File: src/rtl/fc_mac_seq.sv
// fc_mac_seq: one fully-connected neuron computed as a sequential multiply-accumulate.
//
// A start pulse in IDLE clears the accumulator and beat counter and captures the bias.
// ACCUM then accepts N_IN activation/weight beats over a valid/ready handshake and adds
// each full-precision signed product into a wide accumulator. BIAS adds the bias,
// saturates the sum to OUT_W bits (optionally applying ReLU) and registers the result.
// OUT holds the result until the consumer takes it, then the block returns to IDLE.
//
// Ports:
//   clk        rising-edge clock
//   rst        synchronous active-high reset
//   start      begin a neuron (sampled only in IDLE)
//   bias       signed bias, captured with an accepted start
//   in_valid   activation/weight beat valid
//   in_ready   beat accepted when in_valid && in_ready (high only in ACCUM)
//   in_data    signed activation
//   in_wgt     signed weight
//   out_valid  result valid, held until taken
//   out_ready  result taken when out_valid && out_ready
//   out_data   signed (saturated, optionally rectified) result
//   out_sat    result was clipped by saturation
//   busy       high whenever the block is not in IDLE
module fc_mac_seq #(
    parameter int DATA_W = 30,
    parameter int WGT_W  = 9,
    parameter int N_IN   = 3136,
    parameter int ACC_W  = 56,
    parameter int OUT_W  = 38,
    parameter int RELU   = 0
) (
    input  logic                     clk,
    input  logic                     rst,
    input  logic                     start,
    input  logic signed [WGT_W-1:0]  bias,
    input  logic                     in_valid,
    output logic                     in_ready,
    input  logic signed [DATA_W-1:0] in_data,
    input  logic signed [WGT_W-1:0]  in_wgt,
    output logic                     out_valid,
    input  logic                     out_ready,
    output logic signed [OUT_W-1:0]  out_data,
    output logic                     out_sat,
    output logic                     busy
);

    localparam int PROD_W = DATA_W + WGT_W;
    // N_IN is at most 65535, so 16 bits hold every counter value.
    localparam int CNT_W  = 16;
    localparam logic [CNT_W-1:0] LAST_BEAT = CNT_W'(N_IN - 1);

    localparam logic [1:0] ST_IDLE  = 2'd0;
    localparam logic [1:0] ST_ACCUM = 2'd1;
    localparam logic [1:0] ST_BIAS  = 2'd2;
    localparam logic [1:0] ST_OUT   = 2'd3;

    // Largest / smallest values representable in OUT_W bits, expressed at ACC_W.
    localparam logic signed [ACC_W-1:0] SAT_MAX = {{(ACC_W-OUT_W+1){1'b0}}, {(OUT_W-1){1'b1}}};
    localparam logic signed [ACC_W-1:0] SAT_MIN = ~SAT_MAX;
    localparam logic [OUT_W-1:0] RES_MAX = {1'b0, {(OUT_W-1){1'b1}}};
    localparam logic [OUT_W-1:0] RES_MIN = {1'b1, {(OUT_W-1){1'b0}}};

    logic [1:0]               state_reg, state_next;
    logic signed [ACC_W-1:0]  acc_reg;
    logic [CNT_W-1:0]         cnt_reg;
    logic signed [WGT_W-1:0]  bias_reg;
    logic signed [OUT_W-1:0]  out_data_reg;
    logic                     out_sat_reg;

    logic signed [PROD_W-1:0] data_ext;
    logic signed [PROD_W-1:0] wgt_ext;
    logic signed [PROD_W-1:0] prod;
    logic signed [ACC_W-1:0]  prod_ext;
    logic signed [ACC_W-1:0]  bias_ext;
    logic signed [ACC_W-1:0]  sum;
    logic [OUT_W-1:0]         res_next;
    logic                     sat_next;

    logic beat_fire;
    logic last_beat;
    logic out_fire;

    assign beat_fire = (state_reg == ST_ACCUM) && in_valid;
    assign last_beat = beat_fire && (cnt_reg == LAST_BEAT);
    assign out_fire  = (state_reg == ST_OUT) && out_ready;

    // Both operands widened to the product width first, so the multiply is exact.
    assign data_ext = {{WGT_W{in_data[DATA_W-1]}}, in_data};
    assign wgt_ext  = {{DATA_W{in_wgt[WGT_W-1]}}, in_wgt};
    assign prod     = data_ext * wgt_ext;
    assign prod_ext = {{(ACC_W-PROD_W){prod[PROD_W-1]}}, prod};
    assign bias_ext = {{(ACC_W-WGT_W){bias_reg[WGT_W-1]}}, bias_reg};
    assign sum      = acc_reg + bias_ext;

    // Saturate first; ReLU afterwards so out_sat reports clipping of the raw sum.
    always_comb begin
        res_next = sum[OUT_W-1:0];
        sat_next = 1'b0;
        if (sum > SAT_MAX) begin
            res_next = RES_MAX;
            sat_next = 1'b1;
        end else if (sum < SAT_MIN) begin
            res_next = RES_MIN;
            sat_next = 1'b1;
        end
        if ((RELU != 0) && res_next[OUT_W-1]) begin
            res_next = '0;
        end
    end

    always_comb begin
        state_next = state_reg;
        case (state_reg)
            ST_IDLE:  if (start)     state_next = ST_ACCUM;
            ST_ACCUM: if (last_beat) state_next = ST_BIAS;
            ST_BIAS:                 state_next = ST_OUT;
            ST_OUT:   if (out_ready) state_next = ST_IDLE;
            default:                 state_next = ST_IDLE;
        endcase
    end

    always_ff @(posedge clk) begin
        if (rst) begin
            state_reg    <= ST_IDLE;
            acc_reg      <= '0;
            cnt_reg      <= '0;
            bias_reg     <= '0;
            out_data_reg <= '0;
            out_sat_reg  <= 1'b0;
        end else begin
            state_reg <= state_next;
            if ((state_reg == ST_IDLE) && start) begin
                acc_reg  <= '0;
                cnt_reg  <= '0;
                bias_reg <= bias;
            end
            if (beat_fire) begin
                acc_reg <= acc_reg + prod_ext;
                cnt_reg <= cnt_reg + CNT_W'(1);
            end
            if (state_reg == ST_BIAS) begin
                out_data_reg <= res_next;
                out_sat_reg  <= sat_next;
            end
            if (out_fire) begin
                out_data_reg <= '0;
                out_sat_reg  <= 1'b0;
            end
        end
    end

    assign in_ready  = (state_reg == ST_ACCUM);
    assign out_valid = (state_reg == ST_OUT);
    assign busy      = (state_reg != ST_IDLE);
    assign out_data  = out_data_reg;
    assign out_sat   = out_sat_reg;

endmodule

File: config.mk
export PLATFORM = sky130hd
export DESIGN_NAME = fc_mac_seq
export DESIGN_NICKNAME = d
export VERILOG_FILES = /design/src/rtl/fc_mac_seq.sv
export SDC_FILE = /design/constraint.sdc
export NUM_CORES = 1
export LEC_CHECK = 0
export BUFFER_PORTS_ARGS = -buffer_cell sky130_fd_sc_hd__buf_2
export CAP_MARGIN = 25
export CORE_MARGIN = 2
export CORE_UTILIZATION = 65
export CTS_CLUSTER_DIAMETER = 30
export DETAILED_ROUTE_END_ITERATION = 10
export GPL_ROUTABILITY_DRIVEN = 0
export GPL_TIMING_DRIVEN = 0
export PLACE_DENSITY = 0.93
export SLEW_MARGIN = 20
export SYNTH_ARGS = -nofsm -noshare
export SYNTH_HDL_FRONTEND = slang
export SYNTH_SLANG_ARGS = --single-unit
export TNS_END_PERCENT = 5
File: constraint.sdc
create_clock -name clk -period 11.2 [get_ports clk]
set_clock_uncertainty 0.05 [all_clocks]
set_input_delay 3.36 -clock clk [delete_from_list [all_inputs] [get_ports clk]]
set_output_delay 3.36 -clock clk [all_outputs]
set_load 0.02 [all_outputs]
==> Word-level counts from Yosys, hierarchy flattened <==
Cells that the tools add are included.
{ "word_totals": {"ff_bits": 122, "inputBits": 53, "out_inout_bits": 42, "wordCells": 40} }
{ "op_classes": {"n_addsub": 3, "mul": 1, "order_cmp": 2, "eq_ne": 7, "muxes": 12, "reduce_logical": 9} }
{ "ops": {"columns": ["operator", "n"], "rows": [
  ["$mux 56", 2],
  ["$mux 38", 2],
  ["$add 56x39->56", 1],
  ["$add 56x9->56", 1],
  ["$gt 56x38->1 const B", 1],
  ["$lt 56x38->1 const B", 1],
  ["$mul 30x9->39", 1],
  ["$mux 16", 2],
  ["$add 16x1->16 const B", 1],
  ["$eq 16x12->1 const B", 1],
  ["$pmux 2 s4", 1],
  ["$mux 2", 3],
  ["$eq 2x2->1 const B", 2],
  ["$logic_and 1x1->1", 4],
  ["$ne 2x1->1 const B", 2],
  ["$reduce_bool 2->1", 2],
  ["$reduce_and 3->1", 1],
  ["$eq 2x1->1 const B", 1],
  ["$logic_not 2->1", 1],
  ["$mux 1", 2],
  ["$ne 2x2->1 const B", 1],
  ["$reduce_or 2->1", 1]
]} }

==> Logic depth before layout (Yosys ltp) <==
{ "logic_depth": {"word_depth": 5, "depth_mapped": 25, "depth_no_buf": 24} }

==> Worst setup path after synthesis <==
No wires, ideal clock.
{ "synth_timing": {"path_type": "in2reg", "from": "input port in_wgt[8]", "to": "register acc_reg[51]", "setup_time_ps": 117, "arrival_ps": 9313, "required_time_ps": 11033, "slack_ps": 1719, "path_stages": 23, "n_path_buf": 1, "cell_sequence": "inv_1 -> clkbuf_1 -> nor2_1 -> fa_1 -> fa_1 -> fa_1 -> fa_1 -> inv_1 -> fa_1 -> inv_1 -> ha_1 -> and3_1 -> and2_1 -> a221o_1 -> a22o_1 -> o21a_1 -> o2111ai_1 -> o21ai_1 -> a31oi_1 -> o21a_1 -> nor3b_1 -> or3_1 -> a32o_1"} }
{ "synth_via": {"elab_chain_cells": 3} }
{ "synth_rtl": {"columns": ["item", "line", "text"], "rows": [
  ["start: declaration", "38", "input logic signed [WGT_W-1:0] in_wgt,"],
  ["$mul 30x9->39", "89", "assign prod = data_ext * wgt_ext;"],
  ["$add 56x39->56", "137", "acc_reg <= acc_reg + prod_ext;"],
  ["$mux 56", "136", "if (beat_fire) begin"],
  ["end signal: assignment", "137", null],
  ["end: declaration", "63", "logic signed [ACC_W-1:0] acc_reg;"]
]} }
No other way between the ends.
A chain may end at the register's enable or synchronous reset.

==> Worst setup path after layout <==
{ "layout_timing": {"from": "input port in_wgt[8]", "to": "register acc_reg[55]"} }
Same word-level chain as after synthesis.

==> summary.txt <==
Outcome
  – Status: complete, no violations

Global routing
  – Vias in the first global route: ~20k
  – Largest net degree at the start of global routing: 43
  – Grt ovf: 0
  – Initial antenna violation count: 2
  – GRT Overall Usage: 0.344
  – First-pass GRT wire length: 93.3 mm

Timing
  – RSZ-0062 raised after global routing: false
  – Fmax: roughly 0.094 GHz
  – Fin. Hold Viols: 0
  – Max Slew Vio Count: 0
  – Final cycle utilization of the critical path: 0.951
  – Final worst slack: 0.547 ns
  – Max transition margin: 0.276
  – Final worst path period need: 10.65 ns
  – Setup violators final: 0
  – Setup total negative slack: 0 ns
  – Worst-Margin Slew: 1.06 ns

Setup path
  – R2R Path Start: acc_reg[11]
  – Crit end category: flip-flop
  – Worst Path Arrival: ~11 ns
  – CP startpoint kind: primary input
  – FF-to-FF setup slack: 5.36 ns
  – WP data required: 11.50 ns
  – Critical-path maximum fanout: 10
  – Kind of critical path: primary input to flip-flop
  – CP endpoint: acc_reg[55]
  – R2R Path End: acc_reg[55]
  – Worst setup path startpoint: in_wgt[8]
  – Worst R2R Path Depth: 18

Synth
  – Syn_nets: around 3k
  – Synth top area share: 0.279
  – Ys async rst share: 0
  – Post-Syn Instances: 2554
  – Synth Flop Type: dfxtp_1
  – Synth top area cells: fa_1, dfxtp_1, ha_1
  – Synth warnings: 0
  – Unique masters post-synth: 83
  – FF+latch count, synth: 122
  – Register area share after synthesis: 0.118
  – Post-Syn Area: 20800 um^2
  – Most area-hungry cell type in the Yosys netlist: fa_1
  – Post-synth EDFFs: 0
  – Syn Area/Cell: a little over 8 um^2

Routing
  – Antenna-violating nets left: 0
  – WL met3: 4.29 mm
  – Routed wl met2: between 20 and 30 mm
  – DR WL/cell: 18.0 um
  – Vias per cell: roughly 6.2
  – Wl on met1: 20.6 mm
  – Max Used Layer: met5
  – DRT iter0 DRCs: 1661
  – Via count: 18.9k
  – DRC errors left: 0
  – Wirelength, routed: between 50 and 60 mm
  – DRT Pass-1 Iters: 6

Die
  – Total Die Area: 33400 um^2
  – DIE HEIGHT: 183 um
  – # IOs: 95
  – Floorplan Core Area: approximately 31000 um^2
  – Die width: ~180 um
  – Starting density of the core: 0.659
  – Row cnt: 65

Place
  – Port Buffers: 57
  – Post-Place Worst Slack: 0.374 ns
  – DP Wirelength: approximately 45 mm
  – Post-DP Area: between 20000 and 25000 um^2

Clocking
  – Clock tree buffer depth: 2
  – H-tree levels: 4
  – CTS Sinks: 122
  – CTS tree: built
  – Worst skew pair latency: 0.43 ns
  – Inserted Clock Buffers: 17
  – Worst-path clk slew: 0.06 ns
  – CTS Hold Bufs: 0
  – # Post-CTS Setup Buffers: 0
  – CTS root buf: clkbuf_16
  – Post-cts resize count: 0

Finish
  – Post-Layout Inst Area: 22200 um^2
  – Final #Nets: 3159
  – Fraction of layout instances using a drive strength above 1: 0.0586
  – Area Growth Syn to Fin: 6.78%
  – Largest register FFs: 56
  – Antenna cells: 0

Flow run
  – Total of max-cap violations: 0

Min path
  – Min-Delay Path Class: flip-flop to flip-flop
[cells in the final DEF, fill, tap and decap left out, types with 13 or more instances in the layout]
cell type  instances
xnor2_1           61
a21o_1            87
fa_1             289
nand2_1          273
nor2_1           192
dfxtp_1          121
clkbuf_1         114
inv_1            429
o21bai_1          22
a22o_1            17
a21oi_2           22
a22oi_1           31
or3_1             13
nand3_1           32
ha_1             186
o21ai_0          101
nor3_1            22
nand4_1           34
clkbuf_16         17
nand2b_1          13
buf_2             65
xor2_1            31
o21a_1            18
o211ai_1          19
and3_1            13
a211oi_1          13
a21oi_1          155
and2_1            81
[logic make-up (layout without fill, tap and decap cells)]
family          after synthesis  after routing  share of synthesized area
mux                           8              8                    0.00398
compound gates              577            577                      0.184
xor+xnor                     92             92                     0.0388
buf+inv                     564            653                      0.105
simple gates                716            716                      0.159
flops                       122            122                      0.118
fa+ha+maj                   475            475                      0.391
[critical path, stage by stage]
cell       delay (ns)
buf_2            0.11
inv_1            0.08
clkbuf_1         0.58
nor2_1           0.17
fa_1             0.54
fa_1             0.54
fa_1             0.54
fa_1             0.54
inv_1            0.06
fa_1             0.54
inv_1            0.04
ha_1             0.33
and3_1           0.23
and2_1           0.18
nand4_1          0.14
a211oi_1         0.43
o21a_1           0.24
o2111ai_1        0.20
a211oi_1         0.46
o31ai_1          0.19
a2111oi_0        0.97
nor3_1           0.12
nand4bb_1        0.23
o211ai_1         0.12
[cell usage after synthesis (17+ instances only)]
library cell and n:
o21ai_0 101, nand2_1 273, xor2_1 31, xnor2_1 61, dfxtp_1 122, o21bai_1 22, a22oi_1 31, a22o_1 17
a21o_1 87, o21a_1 18, ha_1 186, a21oi_1 155, nand3_1 32, nor3_1 22, fa_1 289, nor2_1 192
clkbuf_1 113, nand4_1 34, o211ai_1 19, a21oi_2 22, and2_1 81, inv_1 429
[area by class of cell]
class | instances | area, um^2
buffer | 135 | 577
clock buffer | 18 | 429
clock inverter | 13 | 168
fill | 2323 | 9310
inverter | 429 | 1610
multi-input combinational | 1868 | 16100
sequential | 122 | 2440
tap | 402 | 503
timing repair buffer | 58 | 305
[metrics by stage]
stage | util | hold slack (ns) | cells
4_1_cts | 0.704 | 0.419 | 3045
3_3_place_gp | 0.685 | 0.398 | 3013
6_report | 0.704 | 0.421 | 3045
3_5_place_dp | 0.685 | 0.411 | 3014
5_1_grt | 0.704 | 0.445 | 3045
2_1_floorplan | - | 0.390 | 2554
[how the worst min path moves through the flow]
stage                     start  slack, ns     endpoint  cells past startpoint
floorplan           bias_reg[0]       0.39  bias_reg[0]                      2
global placement    bias_reg[0]       0.40  bias_reg[0]                      2
detailed placement  bias_reg[0]       0.41  bias_reg[0]                      2
CTS                 bias_reg[0]       0.42  bias_reg[0]                      2
global route        bias_reg[0]       0.45  bias_reg[0]                      2
finish              bias_reg[6]       0.42  bias_reg[6]                      2
[per-layer routing]
metal / vias to the layer above / GRT usage
li1: 8483 / -
met5: - / 0
met2: 1079 / 0.611
met1: 9046 / 0.405
met4: 2 / 0.168
met3: 281 / 0.0563
Power is left out: the tool's default activity adds up to more than one toggle a clock period on the data nets, which glitch-free logic cannot reach.
